### config.mk
export PLATFORM = sky130hd
export DESIGN_NAME = jt10_adpcm_rom_arb
export DESIGN_NICKNAME = d
export VERILOG_FILES = /design/src/rtl/jt10_adpcm_rom_arb.sv
export SDC_FILE = /design/constraint.sdc
export NUM_CORES = 1
export LEC_CHECK = 0
export ABC_CLOCK_PERIOD_IN_PS = 1900
export BUFFER_PORTS_ARGS = -buffer_cell sky130_fd_sc_hd__buf_2
export CAP_MARGIN = 20
export CORE_MARGIN = 5
export CORE_UTILIZATION = 30
export DETAILED_ROUTE_END_ITERATION = 10
export GPL_ROUTABILITY_DRIVEN = 1
export GPL_TIMING_DRIVEN = 0
export PLACE_DENSITY = 0.56
export SYNTH_ARGS = -nofsm -noshare
export SYNTH_HDL_FRONTEND = slang
export SYNTH_SLANG_ARGS = --single-unit
### constraint.sdc
create_clock -name clk -period 1.9 [get_ports clk]
set_clock_uncertainty 0.2 [all_clocks]
set_input_delay 0.095 -clock clk [delete_from_list [all_inputs] [get_ports clk]]
set_output_delay 0.095 -clock clk [all_outputs]
set_load 0.005 [all_outputs]
### src/rtl/jt10_adpcm_rom_arb.sv
// Arbitrates one sample-ROM read port between ADPCM-A (strict priority) and ADPCM-B.
// Each requester keeps a one-byte last-address cache so nibble pairs cost one access.
`timescale 1ns/1ps
module jt10_adpcm_rom_arb (
   input  logic        clk,
   input  logic        rst_n,
   input  logic        cen,
   input  logic [19:0] a_addr,
   input  logic [4:0]  a_bank,
   input  logic        a_roe_n,
   output logic [7:0]  a_data,
   output logic        a_ok,
   output logic        a_late,
   input  logic [23:0] b_addr,
   input  logic        b_req,
   output logic [7:0]  b_data,
   output logic        b_ok,
   input  logic        flush,
   output logic        mem_rd,
   output logic        mem_sel,
   output logic [24:0] mem_addr,
   input  logic [7:0]  mem_data,
   input  logic        mem_ok
);
   // state  | meaning
   // IDLE   | no read in flight; issues pending A, else pending B
   // WAIT_A | A read in flight, waiting for mem_ok
   // WAIT_B | B read in flight, waiting for mem_ok
   typedef enum logic [1:0] {S_IDLE, S_WAIT_A, S_WAIT_B} state_t;

   state_t      state_q, state_d;
   logic        a_valid_q, a_valid_d, b_valid_q, b_valid_d;
   logic [24:0] a_tag_q, a_tag_d, b_tag_q, b_tag_d;
   logic [7:0]  a_byte_q, a_byte_d, b_byte_q, b_byte_d;
   logic        a_pend_q, a_pend_d, b_pend_q, b_pend_d;
   logic [24:0] a_paddr_q, a_paddr_d, b_paddr_q, b_paddr_d;
   logic        mem_rd_q, mem_rd_d, mem_sel_q, mem_sel_d;
   logic [24:0] mem_addr_q, mem_addr_d;
   logic [7:0]  a_data_q, a_data_d, b_data_q, b_data_d;
   logic        a_ok_q, a_ok_d, a_late_q, a_late_d, b_ok_q, b_ok_d;

   logic        issue_a, issue_b, done_a, done_b;
   logic        a_req, a_hit, a_miss, b_hit, b_miss;
   logic [24:0] a_req_addr, b_req_addr;

   assign a_req      = cen & ~a_roe_n;
   assign a_req_addr = {a_bank, a_addr};
   assign b_req_addr = {1'b0, b_addr};
   assign a_hit      = a_req & a_valid_q & (a_tag_q == a_req_addr) & ~flush;
   assign a_miss     = a_req & ~a_hit;
   assign b_hit      = b_req & b_valid_q & (b_tag_q == b_req_addr) & ~flush;
   assign b_miss     = b_req & ~b_hit;

   always_ff @(posedge clk or negedge rst_n) begin
      if (!rst_n) state_q <= S_IDLE;
      else        state_q <= state_d;
   end

   always_comb begin
      state_d = state_q;
      case (state_q)
         S_IDLE: begin
            if (a_pend_q)      state_d = S_WAIT_A;
            else if (b_pend_q) state_d = S_WAIT_B;
         end
         S_WAIT_A: if (mem_ok) state_d = S_IDLE;
         S_WAIT_B: if (mem_ok) state_d = S_IDLE;
         default:  state_d = S_IDLE;
      endcase
   end

   always_comb begin
      issue_a = (state_q == S_IDLE) & a_pend_q;
      issue_b = (state_q == S_IDLE) & ~a_pend_q & b_pend_q;
      done_a  = (state_q == S_WAIT_A) & mem_rd_q & mem_ok;
      done_b  = (state_q == S_WAIT_B) & mem_rd_q & mem_ok;
   end

   always_comb begin
      a_valid_d  = a_valid_q;
      a_tag_d    = a_tag_q;
      a_byte_d   = a_byte_q;
      b_valid_d  = b_valid_q;
      b_tag_d    = b_tag_q;
      b_byte_d   = b_byte_q;
      a_pend_d   = a_pend_q;
      a_paddr_d  = a_paddr_q;
      b_pend_d   = b_pend_q;
      b_paddr_d  = b_paddr_q;
      mem_rd_d   = mem_rd_q;
      mem_sel_d  = mem_sel_q;
      mem_addr_d = mem_addr_q;
      a_data_d   = a_data_q;
      b_data_d   = b_data_q;
      a_ok_d     = a_hit | done_a;
      b_ok_d     = b_hit | done_b;
      // a miss while A is queued or in flight means memory is too slow for the slot rate
      a_late_d   = a_miss & (a_pend_q | (state_q == S_WAIT_A));

      if (done_a) begin
         a_data_d = mem_data;
         mem_rd_d = 1'b0;
         a_valid_d = 1'b1;
         a_tag_d   = mem_addr_q;
         a_byte_d  = mem_data;
      end
      if (done_b) begin
         b_data_d = mem_data;
         mem_rd_d = 1'b0;
         b_valid_d = 1'b1;
         b_tag_d   = mem_addr_q;
         b_byte_d  = mem_data;
      end
      if (flush) begin
         a_valid_d = 1'b0;
         b_valid_d = 1'b0;
      end
      // a hit reflects the most recent request, so it wins over a same-edge fill
      if (a_hit) a_data_d = a_byte_q;
      if (b_hit) b_data_d = b_byte_q;

      if (issue_a) begin
         a_pend_d   = 1'b0;
         mem_rd_d   = 1'b1;
         mem_sel_d  = 1'b0;
         mem_addr_d = a_paddr_q;
      end
      if (issue_b) begin
         b_pend_d   = 1'b0;
         mem_rd_d   = 1'b1;
         mem_sel_d  = 1'b1;
         mem_addr_d = b_paddr_q;
      end
      if (a_miss) begin
         a_pend_d  = 1'b1;
         a_paddr_d = a_req_addr;
      end
      if (b_miss) begin
         b_pend_d  = 1'b1;
         b_paddr_d = b_req_addr;
      end
   end

   always_ff @(posedge clk or negedge rst_n) begin
      if (!rst_n) begin
         a_valid_q  <= 1'b0;
         a_tag_q    <= '0;
         a_byte_q   <= '0;
         b_valid_q  <= 1'b0;
         b_tag_q    <= '0;
         b_byte_q   <= '0;
         a_pend_q   <= 1'b0;
         a_paddr_q  <= '0;
         b_pend_q   <= 1'b0;
         b_paddr_q  <= '0;
         mem_rd_q   <= 1'b0;
         mem_sel_q  <= 1'b0;
         mem_addr_q <= '0;
         a_data_q   <= '0;
         b_data_q   <= '0;
         a_ok_q     <= 1'b0;
         a_late_q   <= 1'b0;
         b_ok_q     <= 1'b0;
      end else begin
         a_valid_q  <= a_valid_d;
         a_tag_q    <= a_tag_d;
         a_byte_q   <= a_byte_d;
         b_valid_q  <= b_valid_d;
         b_tag_q    <= b_tag_d;
         b_byte_q   <= b_byte_d;
         a_pend_q   <= a_pend_d;
         a_paddr_q  <= a_paddr_d;
         b_pend_q   <= b_pend_d;
         b_paddr_q  <= b_paddr_d;
         mem_rd_q   <= mem_rd_d;
         mem_sel_q  <= mem_sel_d;
         mem_addr_q <= mem_addr_d;
         a_data_q   <= a_data_d;
         b_data_q   <= b_data_d;
         a_ok_q     <= a_ok_d;
         a_late_q   <= a_late_d;
         b_ok_q     <= b_ok_d;
      end
   end

   assign mem_rd   = mem_rd_q;
   assign mem_sel  = mem_sel_q;
   assign mem_addr = mem_addr_q;
   assign a_data   = a_data_q;
   assign a_ok     = a_ok_q;
   assign a_late   = a_late_q;
   assign b_data   = b_data_q;
   assign b_ok     = b_ok_q;

endmodule

==> impl_metrics.py <==
metrics = {
    "placement": {
        "place_congestion": 0.769,
        "io_buffers": 109,
        "hpwl_um": 14100,
    },
    "logic_synthesis": {
        "synth_sequential_area_ratio_pct": 58.4,
        "synth_area_um2": 7160,
        "synth_cell_types": 31,
        "postSynthCellCount": 676,
        "syn_area_per_cell_um2": 10.6,
        "syn_nets": 743,
        "ys.warnings.count": 0,
        "synth-seq-cells": 167,
    },
    "route": {
        "drc": 0,
        "wl_um": 21900,
        "first_pass_iters": 4,
        "vias": 5560,
        "drtAntennaViolNets": 0,
        "vias_per_cell": 4.58,
        "drtIter0Drc": 437,
        "wl_per_cell_um": 18.0,
    },
    "clock_network": {
        "clk_pin_slew_ps": 70,
        "cts_buffers": 17,
        "cts_tree": "built",
        "clock_sinks": 167,
        "clk_latency_ps": 430,
        "clockBufferDepth": 2,
        "root_buffer": "clkbuf_16",
        "htree_levels": 4,
    },
    "power": {
        "p_leak_nw": 4.99,
        "ir_drop_v": 0.000739,
        "power_density_nw_per_um2": 1400,
        "power_switching_mw": 4.95,
        "internal-power_mw": 9.06,
        "clkPwrFrac_pct": 25.4,
        "combPwrFrac_pct": 33.6,
        "p_seq_share_pct": 41.0,
        "p_sw_share_pct": 35.3,
    },
    "sta": {
        "min_period_ps": 2360,
        "period_share_pct": 124,
        "fin_worst_hold_slack_ps": 14.3,
        "setup_ws_ps": -464,
        "worst_pin_slew_ps": 558,
        "finalHoldViolations": 0,
        "finalSetupViolCount": 70,
        "relSlewSlack_pct": 62.8,
        "rsz0062_at_grt": "yes",
        "max_freq_mhz": 423,
        "report.final.slew_viol_count": 0,
    },
    "floorplanning": {
        "core_area_um2": 23500,
        "start_util_pct": 30.5,
        "num_rows": 56,
        "ios": 110,
        "die_y_um": 164,
        "die_w_um": 164,
        "dieArea_um2": 27100,
    },
    "global_routing": {
        "grt_usage_pct": 16.6,
        "grt_pass1_vias": 5760,
        "antenna_found_initial": 1,
        "grt_pass1_wl_um": 33600,
        "grt_overflow": 0,
        "grt_max_degree": 101,
    },
    "outcome": {
        "outcome": "finished, violations left",
        "violations": "setup timing",
    },
    "layout": {
        "fin_util_pct": 42.8,
        "final_nets": 949,
        "num-fill-cells": 2227,
        "layout-drive-gt1-share_pct": 31.4,
        "area_growth_pct": 40.3,
    },
    "critical_path": {
        "cp-end-kind": "register",
        "critPathLaunchType": "register",
        "path_max_fanout": 10,
        "required_ps": 2010,
        "worst-endpoint-arrival_ps": 2480,
        "path_class": "reg -> reg",
    },
    "hold_path": {
        "hold_path_class": "in -> async",
    },
    "run": {
        "maxCapViolations": 0,
    },
}
-- cell families (layout without fill, tap and decap cells) --
logic type                 count (synthesis)  after routing  synth area share (%)
AOI/OAI and AO/OA                         34             34                  3.67
xor gates and xnor gates                  49             49                  6.00
DFF                                      167            167                  58.4
and+or+nand+nor                          324            325                  18.2
muxes                                     65             65                  11.2
other                                      0              1                     0
buffers and inverters                     34            252                  2.04
adders and majority gates                  3              3                 0.524
-- per-stage QoR --
stage / std cells / total power [mW] / instance area, um^2 / worst slack (ps) / TNS (ps)
after global routing: 1215 / 14.9 / 10000 / -522 / -30630
after floorplan: 676 / 8.13 / 7220 / -115 / -3980
after detailed placement: 1105 / 9.83 / 8210 / -777 / -93900
after global placement: 1104 / 9.73 / 8170 / -2250 / -468490
final: 1215 / 14.0 / 10000 / -464 / -25530
after CTS: 1212 / 13.9 / 9900 / -486 / -27000
-- state kept, by name, indices dropped and copies added (netlist names), 8 cells and up --
register / count
a_byte_q: 8
a_data: 8
a_paddr_q: 25
a_tag_q: 25
b_byte_q: 8
b_data: 8
b_paddr_q: 24
b_tag_q: 25
mem_addr: 25
-- critical path: stages (launching register included) --
cell and delay, ps:
dfrtp_1 390, xnor2_1 240, nand4_1 180, nor4_4 380, a31o_2 220, buf_8 150, buf_12 150, mux2_2 330
-- layer usage --
| metal | wire length, um | vias to the layer above | GRT usage (%) |
|---|---|---|---|
| li1 | - | 2628 | - |
| met1 | 10100 | 2760 | 22.7 |
| met2 | 10200 | 149 | 26.0 |
| met3 | 1250 | 23 | 4.62 |
| met4 | 289 | 0 | 4.54 |
| met5 | 0 | - | 0 |
-- placed cells by master (no fill, tap or decap), types with 3 or more instances in the layout --
cell,Yosys,final
buf_4,0,8
nand3_4,0,4
nor4_4,1,3
buf_12,0,5
clkbuf_16,0,17
clkinvlp_4,0,4
clkbuf_4,0,5
nand2_1,290,289
mux2_4,18,37
buf_6,2,11
a22oi_1,24,24
nor2_1,8,5
xnor2_2,0,7
buf_8,0,5
mux2_2,47,28
o21ai_0,3,3
inv_1,6,5
clkbuf_8,0,5
dfrtp_1,167,167
xnor2_1,42,35
nand4_1,10,10
buf_16,0,4
dlygate4sd3_1,0,60
buf_2,3,113
xor2_1,7,7
nor2_4,0,3
-- layout make-up --
| cell class | instances | area (um^2) | share of cell area [%] |
|---|---|---|---|
| diodes | 1 | 2.50 | 0.0249 |
| plain buffers | 25 | 278 | 2.77 |
| clock buffers | 19 | 453 | 4.51 |
| clock inverters | 13 | 146 | 1.46 |
| inverters | 6 | 22.5 | 0.224 |
| multi-input cells | 476 | 3130 | 31.1 |
| flip-flops and latches | 167 | 4180 | 41.6 |
| well taps | 319 | 399 | 3.97 |
| repair buffers | 189 | 1440 | 14.3 |
-- final timing paths --
path	cells after the start	startpoint	slack, ps	to
min	2	rst_n	10	b_paddr_q[21]
min reg2reg	2	b_tag_q[24]	270	b_tag_q[24]
max reg2reg	7	b_tag_q[12]	-460	b_paddr_q[22]
min in group clk	6	b_addr[16]	150	b_ok
max	7	b_tag_q[12]	-460	b_paddr_q[22]
max in group asynchronous	3	rst_n	610	b_paddr_q[12]
-- timing repair --
action                                  in CTS  in global routing
pin swaps                                    9                  8
resized for setup                           81                 39
setup buffers                               14                  4
endpoints found under the setup margin     164                141
cloned                                       4                  0
hold buffers                                60                  0
hold endpoints to repair                   252                  0
-- cells in the mapped netlist, drive strengths merged --
cell type,instances,share of area (%)
and3,2,0.17
o21ai,3,0.21
nor4,3,0.47
a21o,2,0.21
nand3,5,0.42
buf,9,0.73
and4bb,1,0.17
nand2b,2,0.17
a31o,1,0.12
a311oi,1,0.37
xor2,7,0.86
o21a,1,0.10
ha,3,0.52
a21oi,2,0.14
nor4bb,1,0.14
nand2,290,15
and2,1,0.087
nor2,8,0.42
nand4,10,0.87
nor3,1,0.070
inv,6,0.31
a22oi,24,2.5
dfrtp,167,58
clkbuf,19,1.0
mux2,65,11
xnor2,42,5.1
-- power groups by stage --
stage / Sequential [mW] / Clock, mW / Combinational (mW)
floorplan: 5.63 / 0 / 2.50
global placement: 5.74 / 0 / 3.99
detailed placement: 5.76 / 0 / 4.07
CTS: 5.71 / 3.63 / 4.58
global route: 5.92 / 3.78 / 5.25
finish: 5.74 / 3.56 / 4.72
(Power assumes the default switching activity.)
